===== src/rtl/ps2_host_write.sv =====
// PS/2 host-to-device command transmitter: inhibit, request-to-send, clocked frame, ACK check.
// Optional PS2C glitch filter enabled by defining PS2_TX_FILTER_EN.
//
// state     | meaning
// ----------+---------------------------------------------------------------
// IDLE      | lines released, waiting for start
// INHIBIT   | PS2C held low for INHIBIT_CYCLES
// REQ       | PS2C and PS2D held low (start bit) for REQ_CYCLES
// SEND      | device clocks out 8 data bits, parity and stop
// ACK       | waiting for 11th falling edge to sample the device ACK
// WAIT_IDLE | waiting for both lines high before reporting done
module ps2_host_write #(
  parameter int unsigned INHIBIT_CYCLES = 5000,
  parameter int unsigned REQ_CYCLES     = 250,
  parameter int unsigned TIMEOUT_CYCLES = 100000,
  parameter int unsigned FILTER_LEN     = 8
) (
  input  logic       qzt_clk,
  input  logic       rst,
  input  logic       start,
  input  logic [7:0] tx_byte,
  input  logic       ps2c_in,
  input  logic       ps2d_in,
  output logic       ps2c_oe,
  output logic       ps2d_oe,
  output logic       busy,
  output logic       done,
  output logic       err,
  output logic [7:0] errcode
);

  localparam int unsigned MAX_A = (INHIBIT_CYCLES > REQ_CYCLES) ? INHIBIT_CYCLES : REQ_CYCLES;
  localparam int unsigned MAX_L = (MAX_A > TIMEOUT_CYCLES) ? MAX_A : TIMEOUT_CYCLES;
  localparam int unsigned TW    = $clog2(MAX_L + 1);

  typedef enum logic [2:0] {
    S_IDLE,
    S_INHIBIT,
    S_REQ,
    S_SEND,
    S_ACK,
    S_WAIT_IDLE
  } state_t;

  state_t        state, state_n;
  logic [TW-1:0] tmr, tmr_n;
  logic [3:0]    bit_cnt, bit_cnt_n;
  logic [8:0]    frame, frame_n;
  logic          d_low, d_low_n;
  logic          done_r, done_n;
  logic          err_r, err_n;
  logic [7:0]    errcode_r, errcode_n;

  logic c_s1, c_s2, d_s1, d_s2;
  logic c_lvl, c_lvl_q, c_fall;

  // Idle lines are high, so synchronizers reset to 1 to avoid a false edge.
  always_ff @(posedge qzt_clk) begin
    if (rst) begin
      c_s1 <= 1'b1;
      c_s2 <= 1'b1;
      d_s1 <= 1'b1;
      d_s2 <= 1'b1;
    end else begin
      c_s1 <= ps2c_in;
      c_s2 <= c_s1;
      d_s1 <= ps2d_in;
      d_s2 <= d_s1;
    end
  end

`ifdef PS2_TX_FILTER_EN
  localparam int unsigned FW = $clog2(FILTER_LEN + 1);

  logic [FW-1:0] flt_cnt;
  logic          c_flt;

  always_ff @(posedge qzt_clk) begin
    if (rst) begin
      c_flt   <= 1'b1;
      flt_cnt <= '0;
    end else if (c_s2 == c_flt) begin
      flt_cnt <= '0;
    end else if (flt_cnt == FW'(FILTER_LEN - 1)) begin
      c_flt   <= c_s2;
      flt_cnt <= '0;
    end else begin
      flt_cnt <= flt_cnt + FW'(1);
    end
  end

  assign c_lvl = c_flt;
`else
  logic unused_filter_len;
  assign unused_filter_len = (FILTER_LEN == 0);
  assign c_lvl = c_s2;
`endif

  always_ff @(posedge qzt_clk) begin
    if (rst) c_lvl_q <= 1'b1;
    else     c_lvl_q <= c_lvl;
  end

  assign c_fall = c_lvl_q & ~c_lvl;

  always_ff @(posedge qzt_clk) begin
    if (rst) begin
      state     <= S_IDLE;
      tmr       <= '0;
      bit_cnt   <= '0;
      frame     <= '0;
      d_low     <= 1'b0;
      done_r    <= 1'b0;
      err_r     <= 1'b0;
      errcode_r <= '0;
    end else begin
      state     <= state_n;
      tmr       <= tmr_n;
      bit_cnt   <= bit_cnt_n;
      frame     <= frame_n;
      d_low     <= d_low_n;
      done_r    <= done_n;
      err_r     <= err_n;
      errcode_r <= errcode_n;
    end
  end

  always_comb begin
    state_n   = state;
    tmr_n     = tmr;
    bit_cnt_n = bit_cnt;
    frame_n   = frame;
    d_low_n   = d_low;
    done_n    = 1'b0;
    err_n     = err_r;
    errcode_n = errcode_r;
    case (state)
      S_IDLE: begin
        // A start coinciding with the done pulse belongs to the old transfer.
        if (start && !done_r) begin
          frame_n   = {~^tx_byte, tx_byte};
          bit_cnt_n = '0;
          err_n     = 1'b0;
          errcode_n = 8'd0;
          tmr_n     = TW'(INHIBIT_CYCLES - 1);
          state_n   = S_INHIBIT;
        end
      end
      S_INHIBIT: begin
        if (tmr == '0) begin
          tmr_n   = TW'(REQ_CYCLES - 1);
          state_n = S_REQ;
        end else begin
          tmr_n = tmr - TW'(1);
        end
      end
      S_REQ: begin
        if (tmr == '0) begin
          tmr_n   = TW'(TIMEOUT_CYCLES - 1);
          d_low_n = 1'b1;
          state_n = S_SEND;
        end else begin
          tmr_n = tmr - TW'(1);
        end
      end
      S_SEND, S_ACK, S_WAIT_IDLE: begin
        if (tmr == '0) begin
          d_low_n   = 1'b0;
          err_n     = 1'b1;
          errcode_n = 8'd1;
          done_n    = 1'b1;
          state_n   = S_IDLE;
        end else begin
          tmr_n = tmr - TW'(1);
          if (state == S_SEND && c_fall) begin
            tmr_n = TW'(TIMEOUT_CYCLES - 1);
            if (bit_cnt == 4'd9) begin
              d_low_n = 1'b0;
              state_n = S_ACK;
            end else begin
              d_low_n   = ~frame[bit_cnt];
              bit_cnt_n = bit_cnt + 4'd1;
            end
          end else if (state == S_ACK && c_fall) begin
            tmr_n = TW'(TIMEOUT_CYCLES - 1);
            if (d_s2) begin
              err_n     = 1'b1;
              errcode_n = 8'd2;
            end
            state_n = S_WAIT_IDLE;
          end else if (state == S_WAIT_IDLE && c_lvl && d_s2) begin
            done_n  = 1'b1;
            state_n = S_IDLE;
          end
        end
      end
      default: state_n = S_IDLE;
    endcase
  end

  assign ps2c_oe = (state == S_INHIBIT) || (state == S_REQ);
  assign ps2d_oe = (state == S_REQ) || ((state == S_SEND) && d_low);
  assign busy    = (state != S_IDLE);
  assign done    = done_r;
  assign err     = err_r;
  assign errcode = errcode_r;

endmodule


===== config.mk =====
export PLATFORM = sky130hd
export DESIGN_NAME = ps2_host_write
export DESIGN_NICKNAME = d
export VERILOG_FILES = /design/src/rtl/ps2_host_write.sv
export SDC_FILE = /design/constraint.sdc
export NUM_CORES = 1
export LEC_CHECK = 0
export CORE_UTILIZATION = 42
export DETAILED_ROUTE_END_ITERATION = 8
export GPL_ROUTABILITY_DRIVEN = 0
export PLACE_DENSITY = 0.62
export REMOVE_ABC_BUFFERS = 1
export SETUP_SLACK_MARGIN = 0.02
export SYNTH_ARGS = -nofsm -noshare
export SYNTH_HDL_FRONTEND = slang
export SYNTH_SLANG_ARGS = --single-unit

===== constraint.sdc =====
create_clock -name qzt_clk -period 4.4 [get_ports qzt_clk]
set_clock_uncertainty 0.1 [all_clocks]
set_input_delay 0.88 -clock qzt_clk [delete_from_list [all_inputs] [get_ports qzt_clk]]
set_output_delay 0.88 -clock qzt_clk [all_outputs]
set_load 0.005 [all_outputs]

==> impl_metrics.tcl, run 1 <==
set metrics [dict create \
    status "finished, final reports clean" \
    cp-start-kind "flop" \
    postCtsSetupBuffers 0 \
    synth.distinct_cells 61 \
    antenna_found_initial 0 \
    pwr-share-clk_pct 18.3 \
    avgSynthCellArea_sq_um 7.943 \
    diodes 0 \
    numCtsBuffers 5 \
    hp-class "reg -> reg" \
    p_sw_uw 898.7 \
    worstSetupPathType "reg -> out" \
    hold_end "c_lvl" \
    r2r_setup_slack_ps 1590 \
    drive_above_1_share_pct 8.459 \
    slew_violations 0 \
    grt_pass1_wl_microns 10570 \
    h-tree-depth 2 \
    start_util_pct 44.64 \
    drt-pass1-iter-count 4 \
    nNetsFinal 347 \
    slew_headroom_pct 45.86 \
    setup_slack_ps 1299 \
    place_area_sq_um 2741 \
    finalSetupTns_ps 0 \
    wirelength_microns 6288 \
    portBuffers 19 \
    core_area_sq_um 5675 \
    fmax_mhz 322.4 \
    synthArstFlopShare_pct 0 \
    clkTransAtPathRegs_ps 90 \
    required_ps 3420 \
    antenna_left 0 \
    combPwrFrac_pct 51.2 \
    r2r_end "state[0]" \
    endpoint_kind "primary output" \
    die_y_microns 79.67 \
    root_buffer "clkbuf_8" \
    synth_area_leaders "dfxtp_1, a21oi_1, nand2_1" \
    hold_buffers 0 \
    synth_common_cells "dfxtp_1, a21oi_1, nand2_1, nor2_1, nand3_1" \
    cts_tree "yes" \
    viasPerCell 5.734 \
    hpwl_microns 4381 \
    synth_edf_count 0 \
    rr_startpoint "tmr[3]" \
    drt_iter0_markers 251 \
    clk_latency_ps 300 \
    synth_area_leader_cell "dfxtp_1" \
    setup_viol 0 \
    stdcell_area_sq_um 2878 \
    cp_max_fo 20 \
    place_ws_ps 1492 \
    netlist_area_sq_um 2534 \
    vias 2311 \
    worst_slew_pin_slew_ps 809.2 \
    ys_ff_latch 43 \
    rows 27 \
    overflow 0 \
    hold_viol_final 0 \
    grt_max_degree 38 \
    sequentialPowerShare_pct 30.5 \
    finalCriticalPeriod_ps 3101 \
    rsz0062_at_grt "false" \
    n_fill_cell 553 \
    yosysSeqAreaShare_pct 33.98 \
    yosys_most_used_dff "dfxtp_1" \
    fp.dieW_microns 79.67 \
    power_density_nw_per_um2 707.8 \
    hold_depth 1 \
    avgRoutedWirePerCell_microns 15.60 \
    ctsLongestPathBuffers 2 \
    cp.arrival_ps 2120 \
    min_period_over_period_pct 70.49 \
    p_int_uw 1138 \
    sw_frac_of_total_pct 44.12 \
    area.growth.synth_to_final_pct 13.58 \
    r2r.worst_path.cells 6 \
    synth.most_common_cell "dfxtp_1" \
    syn_inst 319 \
    hp-start "c_s1" \
    irDropWorstVdd_uv 260.5 \
    grtUsageTotal_pct 21.34 \
    ctsResizeCount 0 \
    drc 0 \
    grt_pass1_vias 2131 \
    cts.sinks 43 \
    pin_count 26 \
    synth_warnings 0 \
    die_area_sq_um 6347 \
    cap_violations 0 \
    leakagePower_uw 0.001048 \
    yosysTopAreaCellShare_pct 33.98 \
]
[stage by stage]
step	utilization [%]	hold WS (ps)	power, uW	std cells
2_1_floorplan	-	289.5	1344	301
3_3_place_gp	48.30	295.6	1652	395
3_5_place_dp	48.30	295.3	1663	395
4_1_cts	50.71	315.2	2041	403
5_1_grt	50.71	349.8	2207	403
6_report	50.71	314.2	2037	403
[per-layer routing]
metal / vias up / GRT usage, % / share of wire (%)
li1: 1162 / - / -
met1: 1073 / 29.54 / 49
met2: 65 / 33.08 / 45
met3: 11 / 3.886 / 4.5
met4: 0 / 7.091 / 1.7
met5: - / 0 / 0
[how the worst max path moves through the flow]
| stage | start | to | slack [ps] | cells after the start |
|---|---|---|---|---|
| floorplan | state[2] | bit_cnt[2] | 1640 | 6 |
| global placement | start | bit_cnt[2] | 1540 | 8 |
| detailed placement | start | bit_cnt[2] | 1490 | 8 |
| CTS | state[0] | ps2c_oe | 1300 | 3 |
| global route | state[1] | ps2c_oe | 1140 | 3 |
| finish | state[0] | ps2c_oe | 1300 | 3 |
[kinds of logic after synthesis]
| family | after synthesis | synth area share, % |
|---|---|---|
| DFF | 43 | 33.98 |
| adders and majority gates | 4 | 1.975 |
| AOI/OAI and AO/OA | 91 | 23.56 |
| buffers and inverters | 33 | 5.975 |
| xor gates and xnor gates | 12 | 4.148 |
| other | 1 | 0.1480 |
| and+or+nand+nor | 131 | 27.65 |
| muxes | 4 | 2.568 |
[sequential cells by signal, indices dropped and copies added, names as in the netlist]
register and cells:
bit_cnt 4, err 1, c_lvl 1, d_low 1
d_s1 1, done 1, errcode 2, tmr 17
frame 9, d_s2 1, c_lvl_q 1, c_s1 1
state 3
[critical path, cell delays in order, from the launching register on]
cell and delay [ps]:
dfxtp_1 770, xnor2_1 160, nor2_1 310, clkdlybuf4s50_1 580
[power groups by stage]
stage                     Sequential, uW  Combinational, uW  Clock, uW
final                                622               1040        372
after global routing                 641               1170        400
after CTS                            620               1040        381
after detailed placement             629               1030          0
after global placement               626               1030          0
after floorplan                      590                754          0
[cell usage in the layout, fill, tap and decap left out, types with 8 or more instances in the layout]
cell,Yosys,layout
a21oi_1,31,31
a211oi_1,8,8
o21a_1,8,8
dfxtp_1,43,43
nand3_1,17,17
xnor2_1,10,10
nor3_1,8,8
clkdlybuf4s50_1,0,19
inv_1,10,10
nand2_1,29,29
o21ai_0,10,10
nor2_1,28,28
[final cells by class]
class	instances	area, sq um	area share, %
Clock buffer	5	68.82	2.391
Timing Repair Buffer	22	212.7	7.391
Clock inverter	3	67.56	2.348
Inverter	10	37.54	1.304
Multi-Input combinational cell	248	1540	53.52
Tap cell	72	90.09	3.130
Sequential cell	43	860.8	29.91
Power figures use the tool's default switching activity.
==> run 2, diff against run 1 <==
- PLACE_DENSITY: 0.62 -> 0.64
- clock period: 4.4 -> 2.7 ns (I/O delays scaled with it)
==> impl_metrics.tcl, run 2 (synthesis results as in run 1) <==
set metrics [dict create \
    status "finished, final reports clean" \
    rows 27 \
    sequentialPowerShare_pct 30.0 \
    multi_input_area_sq_um 1540 \
    start_util_pct 44.64 \
    endpoint_kind "primary output" \
    cts.sinks 43 \
    pwr-share-clk_pct 13.5 \
    drc 0 \
    min_period_over_period_pct 94.48 \
    cp-start-kind "flop" \
    place_ws_ps 373.9 \
    grt_max_degree 37 \
    ctsResizeCount 0 \
    setup_slack_ps 149.1 \
    portBuffers 19 \
    drive_above_1_share_pct 10.88 \
    p_sw_uw 1474 \
    reg_top3 "tmr: 17 flops, frame: 9 flops, bit_cnt: 4 flops" \
    finalCriticalPeriod_ps 2551 \
    hpwl_microns 4412 \
    grt-busiest-layer "met2" \
    nNetsFinal 356 \
    use_met2_pct 33.50 \
    hp-start "d_s1" \
    final_core_util_pct 51.23 \
    antenna_left 0 \
    ctsLongestPathBuffers 2 \
    clkTransAtPathRegs_ps 80 \
    required_ps 2060 \
    hold_viol_final 0 \
    die_y_microns 79.67 \
    root_buffer "clkbuf_8" \
    stdcell_area_sq_um 2908 \
    grt_util_met3_pct 3.886 \
    fmax_mhz 392.0 \
    final_cell_mix "dfxtp_1, a21oi_1, nand2_1" \
    postCtsSetupBuffers 0 \
    clk_latency_ps 300 \
    final_common_cell "dfxtp_1" \
    sw_frac_of_total_pct 45.31 \
    fp.dieW_microns 79.67 \
    worstSetupPathType "reg -> out" \
    setup_viol 0 \
    met1_usage_pct 28.05 \
    wirelength_microns 6143 \
    hold_depth 1 \
    rsz0062_at_grt "false" \
    overflow 0 \
    diodes 0 \
    r2r_setup_slack_ps 340 \
    worst_slew_pin_slew_ps 605.4 \
    r2r_end "bit_cnt[2]" \
    p_int_uw 1779 \
    cts_tree "yes" \
    grtUsageTotal_pct 20.98 \
    place_area_sq_um 2809 \
    n_fill_cell 547 \
    r2r.worst_path.cells 6 \
    hold_end "d_s2" \
    pin_count 26 \
    regArea_sq_um 860.8 \
    regMostFlops "tmr" \
    power_density_nw_per_um2 1119 \
    slew_headroom_pct 59.29 \
    grt_pass1_wl_microns 10410 \
    antenna_found_initial 0 \
    area.growth.synth_to_final_pct 14.77 \
    numCtsBuffers 5 \
    largest_reg_flops 17 \
    hold_buffers 0 \
    rr_startpoint "tmr[10]" \
    vias 2416 \
    core_area_sq_um 5675 \
    hp-class "reg -> reg" \
    die_area_sq_um 6347 \
    drt-pass1-iter-count 5 \
    cap_violations 0 \
    viasPerCell 5.864 \
    drt_iter0_markers 184 \
    cp.arrival_ps 1910 \
    cp_max_fo 12 \
    grt_pass1_vias 2197 \
    leakagePower_uw 0.001076 \
    h-tree-depth 2 \
    combPwrFrac_pct 56.5 \
    avgRoutedWirePerCell_microns 14.91 \
    irDropWorstVdd_uv 531.8 \
    slew_violations 0 \
]
run 2: cell count changes in the layout (fill, tap and decap cells not counted):
cell and change:
buf_4 +9, bufinv_16 -2, clkbuf_8 +1, clkinv_4 +1
run 2: layout make-up:
cell class / count / share of cell area [%]
Tap cell: 72 / 3.098
Clock buffer: 6 / 2.840
Multi-Input combinational cell: 248 / 52.97
Clock inverter: 2 / 0.5594
Sequential cell: 43 / 29.60
Timing Repair Buffer: 31 / 9.639
Inverter: 10 / 1.291
run 2: worst max path at each step:
stage              from          to  slack, ps  cells after the start
2_1_floorplan  state[2]  bit_cnt[2]        -60                      6
3_3_place_gp      start     tmr[12]        410                      7
3_5_place_dp      start     tmr[12]        370                      7
4_1_cts        state[2]        busy        150                      3
5_1_grt        state[2]        busy         20                      3
6_report       state[2]        busy        150                      3
run 2: stage by stage:
stage	hold slack, ps	TNS [ps]	cells	total power [uW]
after floorplan	289.5	-80.05	301	2191
after global placement	295.7	0	404	2799
after detailed placement	306.1	0	404	2798
after CTS	326.2	0	412	3246
after global routing	339.6	0	412	3528
final	319.3	0	412	3252
run 2: worst max-delay path: stages (launching register included):
cell             delay [ps]
dfxtp_1                 420
nor3_1                  520
inv_1                   190
clkdlybuf4s50_1         480
run 2: routing by layer:
layer  routed length, microns  part of all wire [%]
met5                        0                     0
met2                     2776                    45
met4                       94                   1.5
met3                      400                   6.5
met1                     2871                    47
run 2: power by group through the flow:
stage          logic [uW]  clock network (uW)  registers, uW
2_1_floorplan        1230                   0            962
3_3_place_gp         1810                   0            989
3_5_place_dp         1810                   0            986
4_1_cts              1820                 454            972
5_1_grt              2050                 478            998
6_report             1840                 440            975
